`src/rtl/fir_stream_pkg.sv`:
```
// Shared types and constants for the FIR result serial streamer.
// Optional parity frame bit is enabled by defining FIR_STREAM_PARITY_EN.
package fir_stream_pkg;

    typedef enum logic [2:0] {
        S_IDLE    = 3'd0,
        S_FETCH   = 3'd1,
        S_WAIT    = 3'd2,
        S_START_B = 3'd3,
        S_DATA_B  = 3'd4,
        S_PAR_B   = 3'd5,
        S_STOP_B  = 3'd6,
        S_DONE    = 3'd7
    } state_e;

    localparam logic IDLE_LEVEL  = 1'b1;
    localparam logic START_LEVEL = 1'b0;

    // Serial bits per frame: start + data + optional parity + stop.
    function automatic int unsigned frame_bits(input int unsigned n, input bit parity);
        return n + 32'd2 + (parity ? 32'd1 : 32'd0);
    endfunction

endpackage

```
`src/rtl/fir_bit_timer.sv`:
```
// Bit-period down-counter: tick marks the last clock of each serial bit.
// Auto-reloads on tick; load realigns the period to the next cycle.
module fir_bit_timer #(
    parameter int unsigned CLKS_PER_BIT = 4
) (
    input  logic clk,
    input  logic rst,
    input  logic load_i,
    output logic tick_c_o
);

    localparam int unsigned CW = (CLKS_PER_BIT > 1) ? $clog2(CLKS_PER_BIT) : 1;
    localparam logic [CW-1:0] RELOAD = CW'(CLKS_PER_BIT - 1);

    logic [CW-1:0] cnt_q, cnt_d;

    always_comb begin
        cnt_d = cnt_q;
        if (load_i || (cnt_q == '0)) begin
            cnt_d = RELOAD;
        end else begin
            cnt_d = cnt_q - CW'(1);
        end
    end

    always_ff @(posedge clk) begin
        if (!rst) begin
            cnt_q <= RELOAD;
        end else begin
            cnt_q <= cnt_d;
        end
    end

    assign tick_c_o = (cnt_q == '0);

endmodule

```
`src/rtl/fir_result_streamer.sv`:
```
// Reads a block of words from data memory and streams each as a framed serial word on out.
// Defining FIR_STREAM_PARITY_EN adds an even-parity bit before the stop bit.
module fir_result_streamer
    import fir_stream_pkg::*;
#(
    parameter int unsigned N            = 24,
    parameter int unsigned CNT_W        = 16,
    parameter int unsigned CLKS_PER_BIT = 4,
    parameter int unsigned RD_LAT       = 1
) (
    input  logic             clk,
    input  logic             rst,
    input  logic             start,
    input  logic [N-1:0]     base_addr,
    input  logic [CNT_W-1:0] count,
    output logic [N-1:0]     mem_addr,
    output logic             mem_rd_en,
    input  logic [N-1:0]     mem_rdata,
    output logic             out,
    output logic             busy,
    output logic             done,
    output logic [CNT_W-1:0] sent
);

    localparam int unsigned BIT_IDX_W = (N > 1) ? $clog2(N) : 1;
    localparam int unsigned WAIT_W    = (RD_LAT > 1) ? $clog2(RD_LAT) : 1;
    localparam logic [BIT_IDX_W-1:0] LAST_BIT  = BIT_IDX_W'(N - 1);
    localparam logic [WAIT_W-1:0]    LAST_WAIT = WAIT_W'(RD_LAT - 1);

    state_e                 state_q, state_d;
    logic [N-1:0]           addr_q, addr_d;
    logic [CNT_W-1:0]       count_q, count_d;
    logic [CNT_W-1:0]       sent_q, sent_d;
    logic [N-1:0]           shift_q, shift_d;
    logic [BIT_IDX_W-1:0]   bit_idx_q, bit_idx_d;
    logic [WAIT_W-1:0]      wait_q, wait_d;
    logic                   out_q, out_d;
    logic                   busy_q, busy_d;
    logic                   done_q, done_d;
    logic                   rd_en_q, rd_en_d;
    logic [N-1:0]           mem_addr_q, mem_addr_d;
    logic                   tick;
`ifdef FIR_STREAM_PARITY_EN
    logic                   par_q, par_d;
`endif

    // Timer is realigned while waiting for read data so the start bit gets a full period.
    fir_bit_timer #(
        .CLKS_PER_BIT(CLKS_PER_BIT)
    ) u_bit_timer (
        .clk     (clk),
        .rst     (rst),
        .load_i  (state_q == S_WAIT),
        .tick_c_o(tick)
    );

    always_comb begin
        state_d    = state_q;
        addr_d     = addr_q;
        count_d    = count_q;
        sent_d     = sent_q;
        shift_d    = shift_q;
        bit_idx_d  = bit_idx_q;
        wait_d     = wait_q;
`ifdef FIR_STREAM_PARITY_EN
        par_d      = par_q;
`endif

        case (state_q)
            S_IDLE: begin
                if (start) begin
                    addr_d  = base_addr;
                    count_d = count;
                    sent_d  = '0;
                    state_d = (count == '0) ? S_DONE : S_FETCH;
                end
            end
            S_FETCH: begin
                wait_d  = '0;
                state_d = S_WAIT;
            end
            S_WAIT: begin
                if (wait_q == LAST_WAIT) begin
                    shift_d = mem_rdata;
`ifdef FIR_STREAM_PARITY_EN
                    par_d   = ^mem_rdata;
`endif
                    state_d = S_START_B;
                end else begin
                    wait_d = wait_q + WAIT_W'(1);
                end
            end
            S_START_B: begin
                if (tick) begin
                    bit_idx_d = '0;
                    state_d   = S_DATA_B;
                end
            end
            S_DATA_B: begin
                if (tick) begin
                    shift_d = shift_q >> 1;
                    if (bit_idx_q == LAST_BIT) begin
`ifdef FIR_STREAM_PARITY_EN
                        state_d = S_PAR_B;
`else
                        state_d = S_STOP_B;
`endif
                    end else begin
                        bit_idx_d = bit_idx_q + BIT_IDX_W'(1);
                    end
                end
            end
`ifdef FIR_STREAM_PARITY_EN
            S_PAR_B: begin
                if (tick) begin
                    state_d = S_STOP_B;
                end
            end
`endif
            S_STOP_B: begin
                if (tick) begin
                    sent_d  = sent_q + CNT_W'(1);
                    addr_d  = addr_q + N'(1);
                    state_d = (sent_d == count_q) ? S_DONE : S_FETCH;
                end
            end
            S_DONE: begin
                state_d = S_IDLE;
            end
            default: begin
                state_d = S_IDLE;
            end
        endcase
    end

    // Outputs are decoded from the next state so they register in step with it.
    always_comb begin
        out_d      = IDLE_LEVEL;
        busy_d     = (state_d != S_IDLE) && (state_d != S_DONE);
        done_d     = (state_d == S_DONE);
        rd_en_d    = (state_d == S_FETCH);
        mem_addr_d = (state_d == S_FETCH) ? addr_d : mem_addr_q;
        case (state_d)
            S_START_B: out_d = START_LEVEL;
            S_DATA_B:  out_d = shift_d[0];
`ifdef FIR_STREAM_PARITY_EN
            S_PAR_B:   out_d = par_d;
`endif
            default:   out_d = IDLE_LEVEL;
        endcase
    end

    always_ff @(posedge clk) begin
        if (!rst) begin
            state_q    <= S_IDLE;
            addr_q     <= '0;
            count_q    <= '0;
            sent_q     <= '0;
            shift_q    <= '0;
            bit_idx_q  <= '0;
            wait_q     <= '0;
            out_q      <= IDLE_LEVEL;
            busy_q     <= 1'b0;
            done_q     <= 1'b0;
            rd_en_q    <= 1'b0;
            mem_addr_q <= '0;
`ifdef FIR_STREAM_PARITY_EN
            par_q      <= 1'b0;
`endif
        end else begin
            state_q    <= state_d;
            addr_q     <= addr_d;
            count_q    <= count_d;
            sent_q     <= sent_d;
            shift_q    <= shift_d;
            bit_idx_q  <= bit_idx_d;
            wait_q     <= wait_d;
            out_q      <= out_d;
            busy_q     <= busy_d;
            done_q     <= done_d;
            rd_en_q    <= rd_en_d;
            mem_addr_q <= mem_addr_d;
`ifdef FIR_STREAM_PARITY_EN
            par_q      <= par_d;
`endif
        end
    end

    assign out       = out_q;
    assign busy      = busy_q;
    assign done      = done_q;
    assign mem_rd_en = rd_en_q;
    assign mem_addr  = mem_addr_q;
    assign sent      = sent_q;

endmodule

```
`config.mk`:
```
export PLATFORM = sky130hd
export DESIGN_NAME = fir_result_streamer
export DESIGN_NICKNAME = d
export VERILOG_FILES = /design/src/rtl/fir_stream_pkg.sv /design/src/rtl/fir_bit_timer.sv /design/src/rtl/fir_result_streamer.sv
export SDC_FILE = /design/constraint.sdc
export NUM_CORES = 1
export LEC_CHECK = 0
export CELL_PAD_IN_SITES_DETAIL_PLACEMENT = 0
export CELL_PAD_IN_SITES_GLOBAL_PLACEMENT = 1
export CORE_MARGIN = 10
export CORE_UTILIZATION = 43
export CTS_BUF_LIST = sky130_fd_sc_hd__clkbuf_8
export DETAILED_ROUTE_END_ITERATION = 10
export PLACE_DENSITY = 0.94
export SLEW_MARGIN = 20
export SYNTH_ARGS = -nofsm -noshare
export SYNTH_HDL_FRONTEND = slang
export SYNTH_SLANG_ARGS = --single-unit
```
`constraint.sdc`:
```
create_clock -name clk -period 5.19 [get_ports clk]
set_clock_uncertainty 0.15 [all_clocks]
set_input_delay 1.038 -clock clk [delete_from_list [all_inputs] [get_ports clk]]
set_output_delay 1.038 -clock clk [all_outputs]
set_load 0.005 [all_outputs]
```
==> metrics, run 1 <==
grt total ovfl 0; vias per cell 5.56; Synth Register Bits 118; Ys Warns 0; multi-input combinational cell area 0.00323 mm^2; Synth Flop Type dfxtp_1; CTS resizes 0; share of layout cells above drive strength 1 0.107; DP Worst Slack 846 ps; final instance area 0.00749 mm^2; routed vias 5389; Post-Syn Instances 684; status complete, no violations; Cell variety after synth 68; # fillers 1187; FFs w/ async S/R, synth 0; post-DP HPWL 11400 um; core area 0.0132 mm^2; CP dominant cell by count nor4_1; TritonRoute pass-1 iters 4; CP max FO 25; vias in the first global route 5277; Leak 2.82 nW; WP depth 8; critical path's slowest cell nor4_1; CTS tree yes; Synth Cell Area 0.00582 mm^2; final worst path period share 0.771; endpoints failing setup 0; CTS Buf Count 17; io pins 111; Iter 0 DRT Violations 488; critical path type primary input to register; Avg Synthesized Cell Area 8.51 um^2; CP required 5380 ps; RSZ-0062 raised after global routing false; most common cell in the netlist dfxtp_1; Reg-to-Reg Start sent[0]$_SDFFE_PN0P_; setup total negative slack 0 ps; nets@finish 852; site row count 42; Setup crit start kind primary input; clk buf depth 2; area grow syn2layout 28.7%; Max-slew headroom 0.339; WP buf/inv 1; crit-path cells clkdlybuf4s50_1, nor4_1, nand4_1, nor4_1, o21a_1, nor2_1, nand3_4, mux2_2; Placement Cell Area 0.00702 mm^2; initial antenna violation count 0; clk sinks 118; I/O Buffers 110; Final Critical Period 4000 ps; Final Hold Vio Count 0; die width 136 um; RD Place Congestion 0.877; antenna viol nets, final 0; R2R setup slack 1790 ps; Commonest cells post-synth dfxtp_1 (118), nand2_1 (110), a21oi_1 (75), nor2_1 (51); Remaining DRCs 0; r2r endpoint mem_addr[19]$_SDFFE_PN0N_; starting density of the core 0.440; VDD IR max 0.000146 V; die footprint 0.0186 mm^2; Top Family by Delay on Critical Path simple AND/OR/NAND/NOR gates; critical path's largest stage delay 760 ps; Synth area leader dfxtp_1; Clk pin slew, worst setup/hold paths 80 ps; Worst setup EP type register; post-synthesis sequential area ratio 0.406; Hold Crit Class register to register; top cells by area, synth dfxtp_1 (41%), nand2_1 (7.1%), a21oi_1 (6.4%), mux2_4 (3.9%), a22oi_1 (3.5%); Hold EP u_bit_timer.cnt_q[0]$_SDFF_PP1_; Slew Limit Fails 0; fin worst setup slack 1190 ps; H-Tree Depth 4; Post-synth EDFFs 0; diodes inserted 0; max-cap violations 0; Tightest Pin Transition 983 ps; Critical Path AT 4190 ps; Hold Path Depth 1; die extent in y 136 um; first-pass GRT wire length 25900 um; pin count of the biggest net entering global routing 52; Pwr Density 306 mW/mm^2; WL/cell 16.5 um; cts hold-fix bufs 0; Reg area 0.00236 mm^2; hold path start u_bit_timer.cnt_q[0]$_SDFF_PP1_; Skew-Pair Late Insertion Delay 440 ps; Fmax achieved 250 MHz; Root Driver clkbuf_8; reg2reg path depth 8; Routed WL 16000 um; post-synth top area share 0.406; GRT Total Usage 0.172; Mapped Nets 755; post-CTS setup repair buffer count 0
==> registers in the layout, indices dropped and copies added (netlist names) <==
signal	flops
addr_q	24
mem_addr	24
shift_q	24
count_q	16
sent	16
bit_idx_q	5
state_q	3
u_bit_timer.cnt_q	2
busy	1
done	1
mem_rd_en	1
out	1
==> area by class of cell <==
type | instances | share of cell area
sequential | 118 | 0.315
inverter | 10 | 0.00501
clock buffer | 18 | 0.0331
tap | 176 | 0.0294
clock inverter | 14 | 0.0297
timing repair buffer | 119 | 0.156
multi-input combinational | 515 | 0.431
==> cells by family (layout without fill, tap and decap cells) <==
group	Yosys count	in the layout	share of synthesized area
DFF	118	118	0.406
xor gates and xnor gates	28	28	0.0421
AOI/OAI and AO/OA	174	174	0.186
buffers and inverters	51	161	0.0436
and+or+nand+nor	284	284	0.256
adders and majority gates	4	4	0.00860
muxes	25	25	0.0572
==> worst max-delay path by stage <==
| stage | from | end |
|---|---|---|
| after floorplan | count[4] | mem_addr[0]$_SDFFE_PN0N_ |
| after global placement | count[8] | mem_addr[19]$_SDFFE_PN0N_ |
| after detailed placement | count[8] | mem_addr[19]$_SDFFE_PN0N_ |
| after CTS | count[8] | mem_addr[19]$_SDFFE_PN0N_ |
| after global routing | count[8] | mem_addr[17]$_SDFFE_PN0N_ |
| final | count[8] | mem_addr[19]$_SDFFE_PN0N_ |
==> metrics by stage <==
stage          hold slack (ps)  total power, mW  std cells  utilization
6_report                   238             2.29        970        0.566
5_1_grt                    271             2.38        970        0.566
4_1_cts                    243             2.30        970        0.566
3_5_place_dp               227             1.32        938        0.530
2_1_floorplan              208             1.19        684            -
3_3_place_gp               214             1.31        938        0.530
==> cell usage in the layout (no fill, tap or decap), drive strengths merged, types with 12 or more instances in the layout <==
| master | instances |
|---|---|
| dfxtp | 118 |
| nand2 | 110 |
| clkdlybuf4s50 | 110 |
| a21oi | 75 |
| nor2 | 51 |
| and2 | 29 |
| o21ai | 28 |
| a22oi | 27 |
| xnor2 | 21 |
| mux2 | 21 |
| clkbuf | 18 |
| nand3 | 17 |
| nand4 | 15 |
| nor3 | 13 |
| inv | 12 |
==> layer usage <==
layer	global-route usage	part of all wire	vias to the layer above
met4	0.0538	0.015	0
met5	0	0	-
met1	0.204	0.42	2569
li1	-	-	2626
met3	0.0542	0.072	24
met2	0.288	0.49	170
==> where the power goes <==
group	switching, mW	internal (mW)
clock network	0.399	0.589
logic	0.149	0.156
registers	0.0404	0.957
total	0.588	1.70
Note: power is estimated with default switching activity, not from simulation.
==> run 2, diff against run 1 <==
CORE_UTILIZATION = 36   (was 43)
PLACE_DENSITY = 0.85   (was 0.94)
clock period = 3.6 ns   (was 5.19 ns; I/O delays follow)
==> metrics, run 2 (synthesis gave the netlist of run 1 again) <==
status complete, no violations (unchanged); Remaining DRCs 0 (unchanged); antenna viol nets, final 0 (unchanged); die footprint 0.0217 mm^2 (was 0.0186 mm^2); routed vias 5302 (was 5389); core area 0.0159 mm^2 (was 0.0132 mm^2); Top Family by Delay on Critical Path simple AND/OR/NAND/NOR gates (unchanged); Final Power 3.21 mW (was 2.29 mW); CP required 3790 ps (was 5380 ps); clk sinks 118 (unchanged); Post-Place Cells 997 (was 938); Final Critical Period 3190 ps; vias in the first global route 5305 (was 5277); setup total negative slack 0 ps (unchanged); TritonRoute pass-1 iters 4 (unchanged); WL/cell 16.1 um (was 16.5 um); Setup crit start kind register (was primary input); io pins 111 (unchanged); CP max FO 11 (was 25); vias per cell 5.15 (was 5.56); die width 147 um (was 136 um); final instance area 0.00767 mm^2 (was 0.00749 mm^2); Max-slew headroom 0.485 (was 0.339); cts hold-fix bufs 0 (unchanged); final worst path period share 0.887; I/O Buffers 110 (unchanged); Tightest Pin Transition 770 ps (was 983 ps); Routed WL 16600 um (was 16000 um); RD Place Congestion 0.856 (was 0.877); Slew Limit Fails 0 (unchanged); Final Hold Vio Count 0 (unchanged); endpoints failing setup 0 (unchanged); die extent in y 147 um (was 136 um); DP Worst Slack 268 ps (was 846 ps); Clk pin slew, worst setup/hold paths 80 ps (about the same); Hold Crit Class register to register (unchanged); Iter 0 DRT Violations 292 (was 488); VDD IR max 0.000218 V (was 0.000146 V); critical path type register to register (was primary input to register); CTS Buf Count 17 (unchanged); multi-input combinational cell area 0.00323 mm^2 (unchanged); commonest non-fill, non-tap cells in the layout dfxtp_1 (118), nand2_1 (110), clkdlybuf4s50_1 (110) (unchanged); max-cap violations 0 (unchanged); fin worst setup slack 407 ps (was 1190 ps); clk buf depth 2 (unchanged); Leak 2.90 nW (was 2.82 nW); diodes inserted 0 (unchanged); Placement Cell Area 0.00724 mm^2 (was 0.00702 mm^2); first-pass GRT wire length 26700 um (was 25900 um); fin cells 1029 (was 970); post-CTS setup repair buffer count 0 (unchanged); critical path's largest stage delay 510 ps (was 760 ps); GRT Total Usage 0.151 (was 0.172); initial antenna violation count 0 (unchanged); Critical Path AT 3380 ps (was 4190 ps); critical path's slowest cell dfxtp_1 (was nor4_1); CTS tree yes (unchanged); site row count 46 (was 42); post-DP HPWL 12100 um (was 11400 um); CTS resizes 0 (unchanged); area grow syn2layout 31.7% (was 28.7%); crit-path cells ha_1, and3_2, nand3_1, o32a_1, a2111oi_2, nand4_2, nand3_4, buf_12, mux2_2 (was clkdlybuf4s50_1, nor4_1, nand4_1, nor4_1, o21a_1, nor2_1, nand3_4, mux2_2); Reg area 0.00236 mm^2 (unchanged); WP buf/inv 1 (unchanged); grt total ovfl 0 (unchanged); nets@finish 871 (was 852); Pwr Density 419 mW/mm^2 (was 306 mW/mm^2); commonest non-fill, non-tap cell in the layout dfxtp_1 (unchanged); Skew-Pair Late Insertion Delay 450 ps (was 440 ps); pin count of the biggest net entering global routing 34 (was 52); share of layout cells above drive strength 1 0.128 (was 0.107); Root Driver clkbuf_8 (unchanged); H-Tree Depth 4 (unchanged); RSZ-0062 raised after global routing false (unchanged); # fillers 1530 (was 1187); starting density of the core 0.366 (was 0.440); Fmax achieved 313 MHz; Worst setup EP type register (unchanged)
-- run 2: final cells by class --
cell class                 count  area share
multi-input combinational    515       0.421
clock buffer                  19      0.0341
tap                          216      0.0352
inverter                      10     0.00489
clock inverter                13      0.0220
timing repair buffer         138       0.174
sequential                   118       0.308
-- run 2: worst paths after layout --
check | start | to | slack (ps) | depth (start not counted)
setup reg to reg | sent[0]$_SDFFE_PN0P_ | mem_addr[20]$_SDFFE_PN0N_ | 410 | 9
hold reg to reg | u_bit_timer.cnt_q[0]$_SDFF_PP1_ | u_bit_timer.cnt_q[0]$_SDFF_PP1_ | 250 | 1
hold / removal | u_bit_timer.cnt_q[0]$_SDFF_PP1_ | u_bit_timer.cnt_q[0]$_SDFF_PP1_ | 250 | 1
setup / recovery | sent[0]$_SDFFE_PN0P_ | mem_addr[20]$_SDFFE_PN0N_ | 410 | 9
-- run 2: metrics by stage --
stage          hold slack, ps   util
2_1_floorplan             208      -
3_3_place_gp              217  0.456
3_5_place_dp              227  0.456
4_1_cts                   258  0.483
5_1_grt                   269  0.483
6_report                  252  0.483
-- run 2: where the power goes --
part           total (mW)  internal (mW)  switching [mW]
registers            1.44           1.38          0.0564
clock network        1.31          0.729           0.579
logic               0.468          0.244           0.224
-- run 2: worst reg2reg max path: stages, from the launching register on --
cell	delay [ps]
dfxtp_1	510
ha_1	350
and3_2	220
nand3_1	100
o32a_1	320
a2111oi_2	410
nand4_2	240
nand3_4	260
buf_12	180
mux2_2	330
-- run 2: layer usage --
metal	up-vias	routed length, um	track usage
li1	2667	-	-
met1	2510	7710	0.182
met2	108	7860	0.248
met3	17	760	0.0461
met4	0	253	0.0525
met5	-	0	0
==> run 3, diff against run 2 <==
CORE_MARGIN = 2   (was 10)
==> metrics, run 3 (synthesis gave the netlist of run 1 again) <==
status complete, no violations (unchanged); antenna viol nets, final 0 (unchanged); RSZ-0062 raised after global routing false (unchanged); die footprint 0.0172 mm^2 (was 0.0217 mm^2); # fillers 1555 (was 1530); die extent in y 131 um (was 147 um); pin count of the biggest net entering global routing 34 (unchanged); Final Power 3.05 mW (was 3.21 mW); clk sinks 118 (unchanged); core area 0.0158 mm^2 (was 0.0159 mm^2); H-Tree Depth 4 (unchanged); CTS resizes 0 (unchanged); Hold Crit Class register to register (unchanged); post-DP HPWL 11000 um (was 12100 um); Worst setup EP type register (unchanged); final worst path period share 0.896 (was 0.887); Final Critical Period 3230 ps (was 3190 ps); io pins 111 (unchanged); Hold Path Depth 1 (unchanged); CP required 3780 ps (was 3790 ps); VDD IR max 0.000236 V (was 0.000218 V); clk buf depth 2 (unchanged); Skew-Pair Late Insertion Delay 450 ps (about the same); commonest non-fill, non-tap cell in the layout dfxtp_1 (unchanged); commonest non-fill, non-tap cells in the layout dfxtp_1 (118), nand2_1 (110), clkdlybuf4s50_1 (110) (unchanged); WL/cell 15.1 um (was 16.1 um); share of layout cells above drive strength 1 0.122 (was 0.128); diodes inserted 0 (unchanged); CP max FO 13 (was 11); fin worst setup slack 373 ps (was 407 ps); die width 131 um (was 147 um); GRT Total Usage 0.183 (was 0.151); CTS Buf Count 17 (unchanged); vias per cell 5.11 (was 5.15); Slew Limit Fails 0 (unchanged); Setup crit start kind register (unchanged); critical path's slowest cell dfxtp_1 (unchanged); Root Driver clkbuf_8 (unchanged); critical path type register to register (unchanged); starting density of the core 0.368 (was 0.366); first-pass GRT wire length 25600 um (was 26700 um); Max-slew headroom 0.508 (was 0.485); site row count 46 (unchanged); final core occ 0.479 (was 0.483); Critical Path AT 3410 ps (was 3380 ps); critical path's largest stage delay 530 ps (was 510 ps); vias in the first global route 5122 (was 5305); Clk pin slew, worst setup/hold paths 70 ps (was 80 ps); Fmax achieved 310 MHz (was 313 MHz); endpoints failing setup 0 (unchanged); Routed WL 15500 um (was 16600 um); Final Hold Vio Count 0 (unchanged); Tightest Pin Transition 735 ps (was 770 ps); R2R setup slack 370 ps (was 410 ps); Remaining DRCs 0 (unchanged); Leak 2.85 nW (was 2.90 nW); max-cap violations 0 (unchanged); TritonRoute pass-1 iters 4 (unchanged); grt total ovfl 0 (unchanged); routed vias 5251 (was 5302); Iter 0 DRT Violations 323 (was 292); Pwr Density 402 mW/mm^2 (was 419 mW/mm^2); DP Worst Slack 253 ps (was 268 ps); crit-path cells ha_1, and3_2, nand3_1, o32a_1, a2111oi_2, nand4_2, nand3_4, buf_4, mux2_2 (was ha_1, and3_2, nand3_1, o32a_1, a2111oi_2, nand4_2, nand3_4, buf_12, mux2_2); reg2reg path depth 9 (unchanged); RD Place Congestion 0.840 (was 0.856); setup total negative slack 0 ps (unchanged); initial antenna violation count 0 (unchanged); nets@finish 869 (was 871); I/O Buffers 110 (unchanged); cts hold-fix bufs 0 (unchanged); area grow syn2layout 30.1% (was 31.7%); CTS tree yes (unchanged); post-CTS setup repair buffer count 0 (unchanged)
-- run 3: cell types whose count changed in the layout (fill, tap and decap cells not counted) --
cell        change
bufinv_16       -1
clkinvlp_4      +3
inv_6           -4
clkinv_2        +1
clkbuf_8        -2
buf_12          -2
inv_1           +3
-- run 3: worst paths after layout --
kind | startpoint | to
max reg2reg | sent[0]$_SDFFE_PN0P_ | mem_addr[17]$_SDFFE_PN0N_
min reg2reg | u_bit_timer.cnt_q[0]$_SDFF_PP1_ | u_bit_timer.cnt_q[0]$_SDFF_PP1_
min | u_bit_timer.cnt_q[0]$_SDFF_PP1_ | u_bit_timer.cnt_q[0]$_SDFF_PP1_
max | sent[0]$_SDFFE_PN0P_ | mem_addr[17]$_SDFFE_PN0N_
-- run 3: cell type report --
| type | instances | area [um^2] | area share |
|---|---|---|---|
| sequential | 118 | 2360 | 0.312 |
| clock inverter | 15 | 143 | 0.0188 |
| multi-input combinational | 515 | 3230 | 0.427 |
| tap | 216 | 270 | 0.0357 |
| clock buffer | 17 | 234 | 0.0309 |
| timing repair buffer | 136 | 1300 | 0.171 |
| inverter | 10 | 37.5 | 0.00496 |
-- run 3: routing by layer --
layer,up-vias,part of all wire,GRT usage
met5,-,0,0
met4,0,0.016,0.0688
met3,19,0.055,0.0540
met2,127,0.46,0.289
met1,2444,0.47,0.238
li1,2661,-,-
-- run 3: stage by stage --
stage	area (um^2)	hold slack [ps]	cells
floorplan	5820	208	684
global placement	7200	217	995
detailed placement	7200	222	995
CTS	7570	239	1027
global route	7570	254	1027
finish	7570	234	1027
-- run 3: power by group --
part | total (mW) | internal, mW | switching, mW
registers | 1.44 | 1.38 | 0.0557
clock network | 1.16 | 0.602 | 0.553
logic | 0.455 | 0.235 | 0.220
total | 3.05 | 2.22 | 0.828
-- run 3: worst max-delay path: cells and delay by family, from the launching register on --
family | cells | cell delay [ps]
compound gates | 2 | 750
simple gates | 4 | 750
mux | 1 | 360
flops | 1 | 530
fa+ha+maj | 1 | 320
buf+inv | 1 | 260
